[src/rtl/decode_stage.sv]
`default_nettype none
// ============================================================================
// Module   : decode_stage
// Brief    : Registered MIPS decode stage between IF and EX. Produces a
//            one-hot instruction ID, a type vector, register fields, the
//            write destination and the extended immediate, with a
//            valid/ready handshake, flush and load-use bubble insertion.
// Revision : 1.0 - initial release
// ============================================================================
module decode_stage #(
    parameter int  EXT_ISA   = 0,
    parameter int  PC_WIDTH  = 32,
    localparam int NUM_INSTR = 22 + 7 * EXT_ISA
) (
    input  logic                 clk,
    input  logic                 reset,
    input  logic                 flush,
    input  logic                 in_valid,
    output logic                 in_ready,
    input  logic [31:0]          in_instr,
    input  logic [PC_WIDTH-1:0]  in_pc,
    output logic                 out_valid,
    input  logic                 out_ready,
    output logic [NUM_INSTR-1:0] out_instr_tb,
    output logic [4:0]           out_type_tb,
    output logic [4:0]           out_rs,
    output logic [4:0]           out_rt,
    output logic [4:0]           out_dst,
    output logic [4:0]           out_shamt,
    output logic [31:0]          out_imm,
    output logic [PC_WIDTH-1:0]  out_pc,
    output logic                 hazard_stall
);

    // One-hot positions of the base instruction set
    localparam int c_ID_ADD  = 0,  c_ID_SUB  = 1,  c_ID_AND  = 2,  c_ID_OR   = 3;
    localparam int c_ID_XOR  = 4,  c_ID_NOR  = 5,  c_ID_SLT  = 6,  c_ID_JR   = 7;
    localparam int c_ID_SLL  = 8,  c_ID_SRL  = 9,  c_ID_SRA  = 10, c_ID_SW   = 11;
    localparam int c_ID_LW   = 12, c_ID_ADDI = 13, c_ID_ANDI = 14, c_ID_ORI  = 15;
    localparam int c_ID_XORI = 16, c_ID_SLTI = 17, c_ID_BEQ  = 18, c_ID_BNE  = 19;
    localparam int c_ID_JMP  = 20, c_ID_JAL  = 21;

    logic [5:0]           w_op;
    logic [5:0]           w_fn;
    logic [21:0]          w_base;
    logic [6:0]           w_ext_raw;
    logic [6:0]           w_ext;
    logic [NUM_INSTR-1:0] w_instr_d;
    logic                 w_lui;
    logic                 w_ext_r;
    logic                 w_rd_dst;
    logic                 w_irtype;
    logic                 w_reads_rs;
    logic                 w_reads_rt;
    logic                 w_hazard;
    logic                 w_load;
    logic [4:0]           w_type_d;
    logic [4:0]           w_dst_d;
    logic [31:0]          w_imm_d;

    logic                 valid_q;
    logic [NUM_INSTR-1:0] instr_q;
    logic [4:0]           type_q;
    logic [4:0]           rs_q;
    logic [4:0]           rt_q;
    logic [4:0]           dst_q;
    logic [4:0]           shamt_q;
    logic [31:0]          imm_q;
    logic [PC_WIDTH-1:0]  pc_q;

    assign w_op = in_instr[31:26];
    assign w_fn = in_instr[5:0];

    // Base ISA one-hot: funct selects within SPECIAL (opcode 0), else opcode
    always_comb begin
        w_base = '0;
        if (w_op == 6'h00) begin
            case (w_fn)
                6'h20:   w_base[c_ID_ADD] = 1'b1;
                6'h22:   w_base[c_ID_SUB] = 1'b1;
                6'h24:   w_base[c_ID_AND] = 1'b1;
                6'h25:   w_base[c_ID_OR]  = 1'b1;
                6'h26:   w_base[c_ID_XOR] = 1'b1;
                6'h27:   w_base[c_ID_NOR] = 1'b1;
                6'h2A:   w_base[c_ID_SLT] = 1'b1;
                6'h08:   w_base[c_ID_JR]  = 1'b1;
                6'h00:   w_base[c_ID_SLL] = 1'b1;
                6'h02:   w_base[c_ID_SRL] = 1'b1;
                6'h03:   w_base[c_ID_SRA] = 1'b1;
                default: ;
            endcase
        end else begin
            case (w_op)
                6'h2B:   w_base[c_ID_SW]   = 1'b1;
                6'h23:   w_base[c_ID_LW]   = 1'b1;
                6'h08:   w_base[c_ID_ADDI] = 1'b1;
                6'h0C:   w_base[c_ID_ANDI] = 1'b1;
                6'h0D:   w_base[c_ID_ORI]  = 1'b1;
                6'h0E:   w_base[c_ID_XORI] = 1'b1;
                6'h0A:   w_base[c_ID_SLTI] = 1'b1;
                6'h04:   w_base[c_ID_BEQ]  = 1'b1;
                6'h05:   w_base[c_ID_BNE]  = 1'b1;
                6'h02:   w_base[c_ID_JMP]  = 1'b1;
                6'h03:   w_base[c_ID_JAL]  = 1'b1;
                default: ;
            endcase
        end
    end

    // Extended ISA one-hot {LUI, SRAV, SRLV, SLLV, SLTU, SUBU, ADDU}
    always_comb begin
        w_ext_raw = '0;
        if (w_op == 6'h00) begin
            case (w_fn)
                6'h21:   w_ext_raw[0] = 1'b1;
                6'h23:   w_ext_raw[1] = 1'b1;
                6'h2B:   w_ext_raw[2] = 1'b1;
                6'h04:   w_ext_raw[3] = 1'b1;
                6'h06:   w_ext_raw[4] = 1'b1;
                6'h07:   w_ext_raw[5] = 1'b1;
                default: ;
            endcase
        end else if (w_op == 6'h0F) begin
            w_ext_raw[6] = 1'b1;
        end
    end

    // Without the extension these encodings decode as illegal
    assign w_ext   = (EXT_ISA != 0) ? w_ext_raw : 7'd0;
    assign w_lui   = w_ext[6];
    assign w_ext_r = |w_ext[5:0];

    generate
        if (EXT_ISA != 0) begin : g_ext
            assign w_instr_d = {w_ext, w_base};
        end else begin : g_base
            assign w_instr_d = w_base;
        end
    endgenerate

    // Legal R-type ops that write rd (every one except JR)
    assign w_rd_dst = (|w_base[c_ID_SLT:c_ID_ADD]) | (|w_base[c_ID_SRA:c_ID_SLL]) | w_ext_r;
    assign w_irtype = (|w_base[c_ID_SLTI:c_ID_ADDI]) | w_lui;

    assign w_type_d = {~(|w_instr_d),
                       w_base[c_ID_LW] | w_base[c_ID_SW],
                       w_base[c_ID_BEQ] | w_base[c_ID_BNE] | w_base[c_ID_JMP] |
                       w_base[c_ID_JAL] | w_base[c_ID_JR],
                       w_irtype,
                       (w_op == 6'h00)};

    // Immediate extension chosen by instruction class
    always_comb begin
        w_imm_d = 32'h0;
        if (w_base[c_ID_ADDI] | w_base[c_ID_SLTI] | w_base[c_ID_LW] | w_base[c_ID_SW] |
            w_base[c_ID_BEQ]  | w_base[c_ID_BNE]) begin
            w_imm_d = {{16{in_instr[15]}}, in_instr[15:0]};
        end else if (w_base[c_ID_ANDI] | w_base[c_ID_ORI] | w_base[c_ID_XORI]) begin
            w_imm_d = {16'h0, in_instr[15:0]};
        end else if (w_lui) begin
            w_imm_d = {in_instr[15:0], 16'h0};
        end else if (w_base[c_ID_JMP] | w_base[c_ID_JAL]) begin
            w_imm_d = {4'b0, in_instr[25:0], 2'b00};
        end
    end

    // Write destination; 0 means no register write
    always_comb begin
        w_dst_d = 5'd0;
        if (w_rd_dst) begin
            w_dst_d = in_instr[15:11];
        end else if (w_irtype | w_base[c_ID_LW]) begin
            w_dst_d = in_instr[20:16];
        end else if (w_base[c_ID_JAL]) begin
            w_dst_d = 5'd31;
        end
    end

    // Source-register usage of the incoming instruction (illegal reads nothing)
    assign w_reads_rs = (|w_base[c_ID_JR:c_ID_ADD]) | w_ext_r | (|w_base[c_ID_SLTI:c_ID_ADDI]) |
                        w_base[c_ID_LW] | w_base[c_ID_SW] | w_base[c_ID_BEQ] | w_base[c_ID_BNE];
    assign w_reads_rt = w_rd_dst | w_base[c_ID_SW] | w_base[c_ID_BEQ] | w_base[c_ID_BNE];

    // A held LW whose result the incoming instruction needs forces one bubble
    assign w_hazard = valid_q && instr_q[c_ID_LW] && (dst_q != 5'd0) && in_valid &&
                      ((w_reads_rs && (in_instr[25:21] == dst_q)) ||
                       (w_reads_rt && (in_instr[20:16] == dst_q)));

    assign in_ready     = flush || ((!valid_q || out_ready) && !w_hazard);
    assign hazard_stall = w_hazard && !flush;
    assign w_load       = in_valid && in_ready && !flush;

    // Output bundle: flush/drain/bubble empties, handshake loads, back-pressure holds
    always_ff @(posedge clk) begin
        if (reset) begin
            valid_q <= 1'b0;
            instr_q <= '0;
            type_q  <= 5'd0;
            rs_q    <= 5'd0;
            rt_q    <= 5'd0;
            dst_q   <= 5'd0;
            shamt_q <= 5'd0;
            imm_q   <= 32'h0;
            pc_q    <= '0;
        end else if (w_load) begin
            valid_q <= 1'b1;
            instr_q <= w_instr_d;
            type_q  <= w_type_d;
            rs_q    <= in_instr[25:21];
            rt_q    <= in_instr[20:16];
            dst_q   <= w_dst_d;
            shamt_q <= in_instr[10:6];
            imm_q   <= w_imm_d;
            pc_q    <= in_pc;
        end else if (flush || !valid_q || out_ready) begin
            valid_q <= 1'b0;
            instr_q <= '0;
            type_q  <= 5'd0;
            dst_q   <= 5'd0;
        end
    end

    assign out_valid    = valid_q;
    assign out_instr_tb = instr_q;
    assign out_type_tb  = type_q;
    assign out_rs       = rs_q;
    assign out_rt       = rt_q;
    assign out_dst      = dst_q;
    assign out_shamt    = shamt_q;
    assign out_imm      = imm_q;
    assign out_pc       = pc_q;

endmodule
`default_nettype wire

[config.mk]
export PLATFORM = sky130hd
export DESIGN_NAME = decode_stage
export DESIGN_NICKNAME = d
export VERILOG_FILES = /design/src/rtl/decode_stage.sv
export SDC_FILE = /design/constraint.sdc
export NUM_CORES = 1
export LEC_CHECK = 0
export ABC_AREA = 1
export CORE_MARGIN = 10
export CORE_UTILIZATION = 50
export CTS_CLUSTER_DIAMETER = 60
export DETAILED_ROUTE_END_ITERATION = 10
export PLACE_DENSITY = 0.93
export SLEW_MARGIN = 0
export SYNTH_ARGS = -nofsm -noshare
export SYNTH_HDL_FRONTEND = slang
export SYNTH_SLANG_ARGS = --single-unit
[constraint.sdc]
create_clock -name clk -period 6.5 [get_ports clk]
set_clock_uncertainty 0.2 [all_clocks]
set_input_delay 1.95 -clock clk [delete_from_list [all_inputs] [get_ports clk]]
set_output_delay 1.95 -clock clk [all_outputs]
set_load 0.05 [all_outputs]
==> run summary <==
The class of the tightest hold or removal check is reg -> reg. The die boundary height came out at about 120 um. During synthesis, Yosys emitted a total of 0 warnings. The final period demand of the worst path is a little over 6 ns. The number of failing hold endpoints at the final stage is 0. The required time at the worst-slack endpoint is about 4.4 ns. After detailed routing, the average wire length per cell comes to 14.67 um. The endpoint arrival time on the critical path is a little over 4 ns.

For this design the ratio of total power to cell area is between 200 and 250 nW/um^2. The global-route total usage across every layer is 0.2094. In the routed layout, each cell is associated on average with a via count of 4.917.

The buffers plus inverters on the worst setup path is 3. Pin placement for this block handled about 180 I/O pins. STA classifies the critical path endpoint as a primary output.

The core outline area came out at about 11,000 um^2. Of all cell types, the one taking the most synthesized area is sky130_fd_sc_hd__dfxtp_1. The maximum number of pins on one net before global-route repair came out at 53. The leakage power is 3.577 nW. Buffers inserted to repair hold after CTS numbered 0. The count of cells resized by post-cts repair came out at 0. TritonCTS built the clock tree. The maximum clock frequency came out at 161.5 MHz. The category of cells accounting for the largest share of critical-path delay is simple AND/OR/NAND/NOR gates.

The average footprint of a synthesized cell is 6.326 um^2. For the pin with the worst max-slew slack, the measured transition is approximately 0.58 ns. The part of the Yosys area used for sequential elements came out at 0.3960. The number of flip-flops and latches in the synthesized netlist is between 100 and 150. The final total negative setup slack came out at 0 ns. The final layout contains routed wiring with a total length of about 17,000 um.

The starting density of the core is 0.5105. The number of violations reported at the end of detailed-routing iteration 0 came out at approximately 550. The highest fanout seen on the critical path is 8. The number of remaining DRC errors is 0. Setup repair after global routing left no endpoint under its margin.

The HPWL after detailed placement came out at 12,790 um. The remaining number of nets flagged by the antenna check after routing is 0. The via count of the first global-routing pass is 5,328. The initial antenna violation count is 0. The share of Yosys cell area claimed by the top area cell type is 0.3960. The count of inserted antenna diode cells is 0. The flow ran to the end, and the final reports show no timing, DRC or antenna violations. The aggregate global routing overflow came out at 0. The tightest slew margin relative to the limit is 0.6148. The summed instance area of the synthesized netlist came out at between 5000 and 6000 um^2. The worst-case IR drop observed on VDD is about 0.13 mV. The worst-skew pair later-pin latency came out at 0.37 ns. In this run, CTS created clock tree buffers numbering 9. The number of buffers inserted by post-CTS setup repair came out at 0. The total die area is ~16,000 um^2. The number of port buffers is between 150 and 200. The period utilization came out at 0.9525. In the post-synthesis netlist, the biggest area contributors are sky130_fd_sc_hd__dfxtp_1 (40%), sky130_fd_sc_hd__nand2_1 (16%), sky130_fd_sc_hd__nor2_1 (11%). The worst setup path is launched from an input port. The global-route wire length before repair is ~28,000 um. The final layout contains about 1,100 nets. Synthesis produced a netlist whose cell count is 871. The post-synthesis net count came out at 940. After clock tree synthesis, the clock-pin slew on the worst setup and hold paths is about 0.1 ns.

The final total power came out at around 1.6 mW. The via count of the routed design came out at about 5,800. The global placement routability congestion came out at about 0.89. The depth of the CTS H-tree came out at 3. The final core utilization came out at 0.7028. The root buffer selected by CTS is sky130_fd_sc_hd__clkbuf_8.

The floorplan die width came out at between 100 and 150 um. The number of pins exceeding their max-slew limit in the final report came out at 0. Max-cap violations in this run came to 0. The cell type with the highest occurrence count on the critical path is sky130_fd_sc_hd__nor2_1. The signal on the critical path passes through clkdlybuf4s50_1, nor2_1, nand3_2, nor2_1, nor2_1, nand2_1, nor2_1, nand3_1, nand2_1, nand2_1, nand2_4, inv_1, nor2_1, buf_12. The unique cell type count in the Yosys netlist came out at 29. The share of cells above drive strength 1 came out at 0.06117. The delay of the slowest critical-path stage is 0.58 ns. The count of standard-cell rows is 38. The number of clock sinks came out at approximately 110.

The slowest stage of the critical path belongs to the cell sky130_fd_sc_hd__clkdlybuf4s50_1. The maximum clock path buffer count is 2. The first-pass iteration count of the detailed router is 5. Setup violations remaining at the end of the flow were counted as 0. The worst setup path is of the in -> out kind. The post-synthesis to final-layout area growth came out at 37.65%.
==> cell usage in the layout, fill, tap and decap left out, drive strengths merged, types with 2 or more instances in the layout <==
master | Yosys | final
nand2 | 232 | 232
nor2 | 183 | 183
clkdlybuf4s50 | 0 | 180
inv | 150 | 151
dfxtp | 109 | 109
nand4 | 45 | 45
a21oi | 34 | 34
nor3 | 17 | 17
nand3 | 15 | 15
a22oi | 14 | 14
buf | 23 | 12
clkbuf | 26 | 11
o21ai | 7 | 7
nor4 | 6 | 6
xor2 | 4 | 4
or2 | 2 | 2
nand3b | 2 | 2
bufinv | 0 | 2
clkinv | 0 | 2
==> sequential cells by signal, indices dropped and copies added (netlist names) <==
signal        flops
out_valid         1
out_type_tb       5
out_imm          29
out_rt            5
out_pc           32
out_dst           5
out_shamt         5
out_instr_tb     22
out_rs            5
==> layer usage <==
layer	part of all wire	global-route usage	wire length (um)
met1	0.42	0.2576	7276
met2	0.46	0.3372	7885
met3	0.10	0.07224	1741
met4	0.015	0.06504	262
met5	0	0	0
==> final timing paths <==
kind | startpoint | end | depth (start not counted) | slack (ns)
min reg2reg | out_instr_tb[4] | out_instr_tb[4] | 2 | 0.27
max | in_instr[26] | in_ready | 14 | 0.31
min | out_instr_tb[4] | out_instr_tb[4] | 2 | 0.27
max reg2reg | out_dst[0] | out_pc[1] | 13 | 3.17
==> metrics by stage <==
stage	hold slack [ns]	setup WS, ns	instance area (um^2)	cells
3_5_place_dp	0.2574	0.3553	7361	1154
4_1_cts	0.2745	0.3226	7585	1170
3_3_place_gp	0.2515	0.4093	7361	1154
5_1_grt	0.3030	0.08729	7585	1170
2_1_floorplan	0.4900	0.3959	5510	871
6_report	0.2698	0.3090	7585	1170
==> report_power, final <==
| part | switching, mW | total [mW] | internal (mW) |
|---|---|---|---|
| logic | 0.252 | 0.389 | 0.137 |
| clock network | 0.234 | 0.464 | 0.230 |
| registers | 0.0165 | 0.717 | 0.701 |
==> tightest hold or removal path, cell delays in order (launching register included) <==
cell	delay, ns
sky130_fd_sc_hd__dfxtp_1	0.32
sky130_fd_sc_hd__nand2_1	0.06
sky130_fd_sc_hd__a21oi_1	0.05
==> cell usage after synthesis <==
library cell,instances
sky130_fd_sc_hd__clkbuf_1,26
sky130_fd_sc_hd__a21oi_1,34
sky130_fd_sc_hd__nor2_1,161
sky130_fd_sc_hd__nand4_1,45
sky130_fd_sc_hd__nor3_2,1
sky130_fd_sc_hd__nor3_1,16
sky130_fd_sc_hd__nand3_2,1
sky130_fd_sc_hd__o21ai_1,5
sky130_fd_sc_hd__inv_2,3
sky130_fd_sc_hd__nand3b_1,2
sky130_fd_sc_hd__o21ai_0,2
sky130_fd_sc_hd__o211ai_1,1
sky130_fd_sc_hd__buf_2,13
sky130_fd_sc_hd__nand2_1,229
sky130_fd_sc_hd__nand3_4,1
sky130_fd_sc_hd__nor2_2,22
sky130_fd_sc_hd__buf_6,5
sky130_fd_sc_hd__inv_1,147
sky130_fd_sc_hd__nand3_1,13
sky130_fd_sc_hd__xor2_1,4
sky130_fd_sc_hd__or2_2,2
sky130_fd_sc_hd__nand2_2,2
sky130_fd_sc_hd__buf_1,2
sky130_fd_sc_hd__buf_4,3
sky130_fd_sc_hd__xnor2_1,1
sky130_fd_sc_hd__a22oi_1,14
sky130_fd_sc_hd__nand2_4,1
sky130_fd_sc_hd__nor4_1,6
sky130_fd_sc_hd__dfxtp_1,109
==> cell type report <==
cell class / instances / area, um^2
multi-input combinational: 563 / 2524
timing repair buffer: 192 / 1917
clock buffer: 11 / 141.4
sequential: 109 / 2182
fill: 915 / 3208
tap: 140 / 175.2
inverter: 150 / 563.0
clock inverter: 5 / 82.58
==> cells by family (layout without fill, tap and decap cells) <==
family / count (synthesis) / after routing / synth area share
AND/OR/NAND/NOR: 502 / 502 / 0.3910
buffers and inverters: 199 / 358 / 0.1474
XOR/XNOR: 5 / 5 / 0.007947
AO/OA/AOI/OAI: 56 / 56 / 0.05767
flip-flops: 109 / 109 / 0.3960
Power figures use the tool's default switching activity.
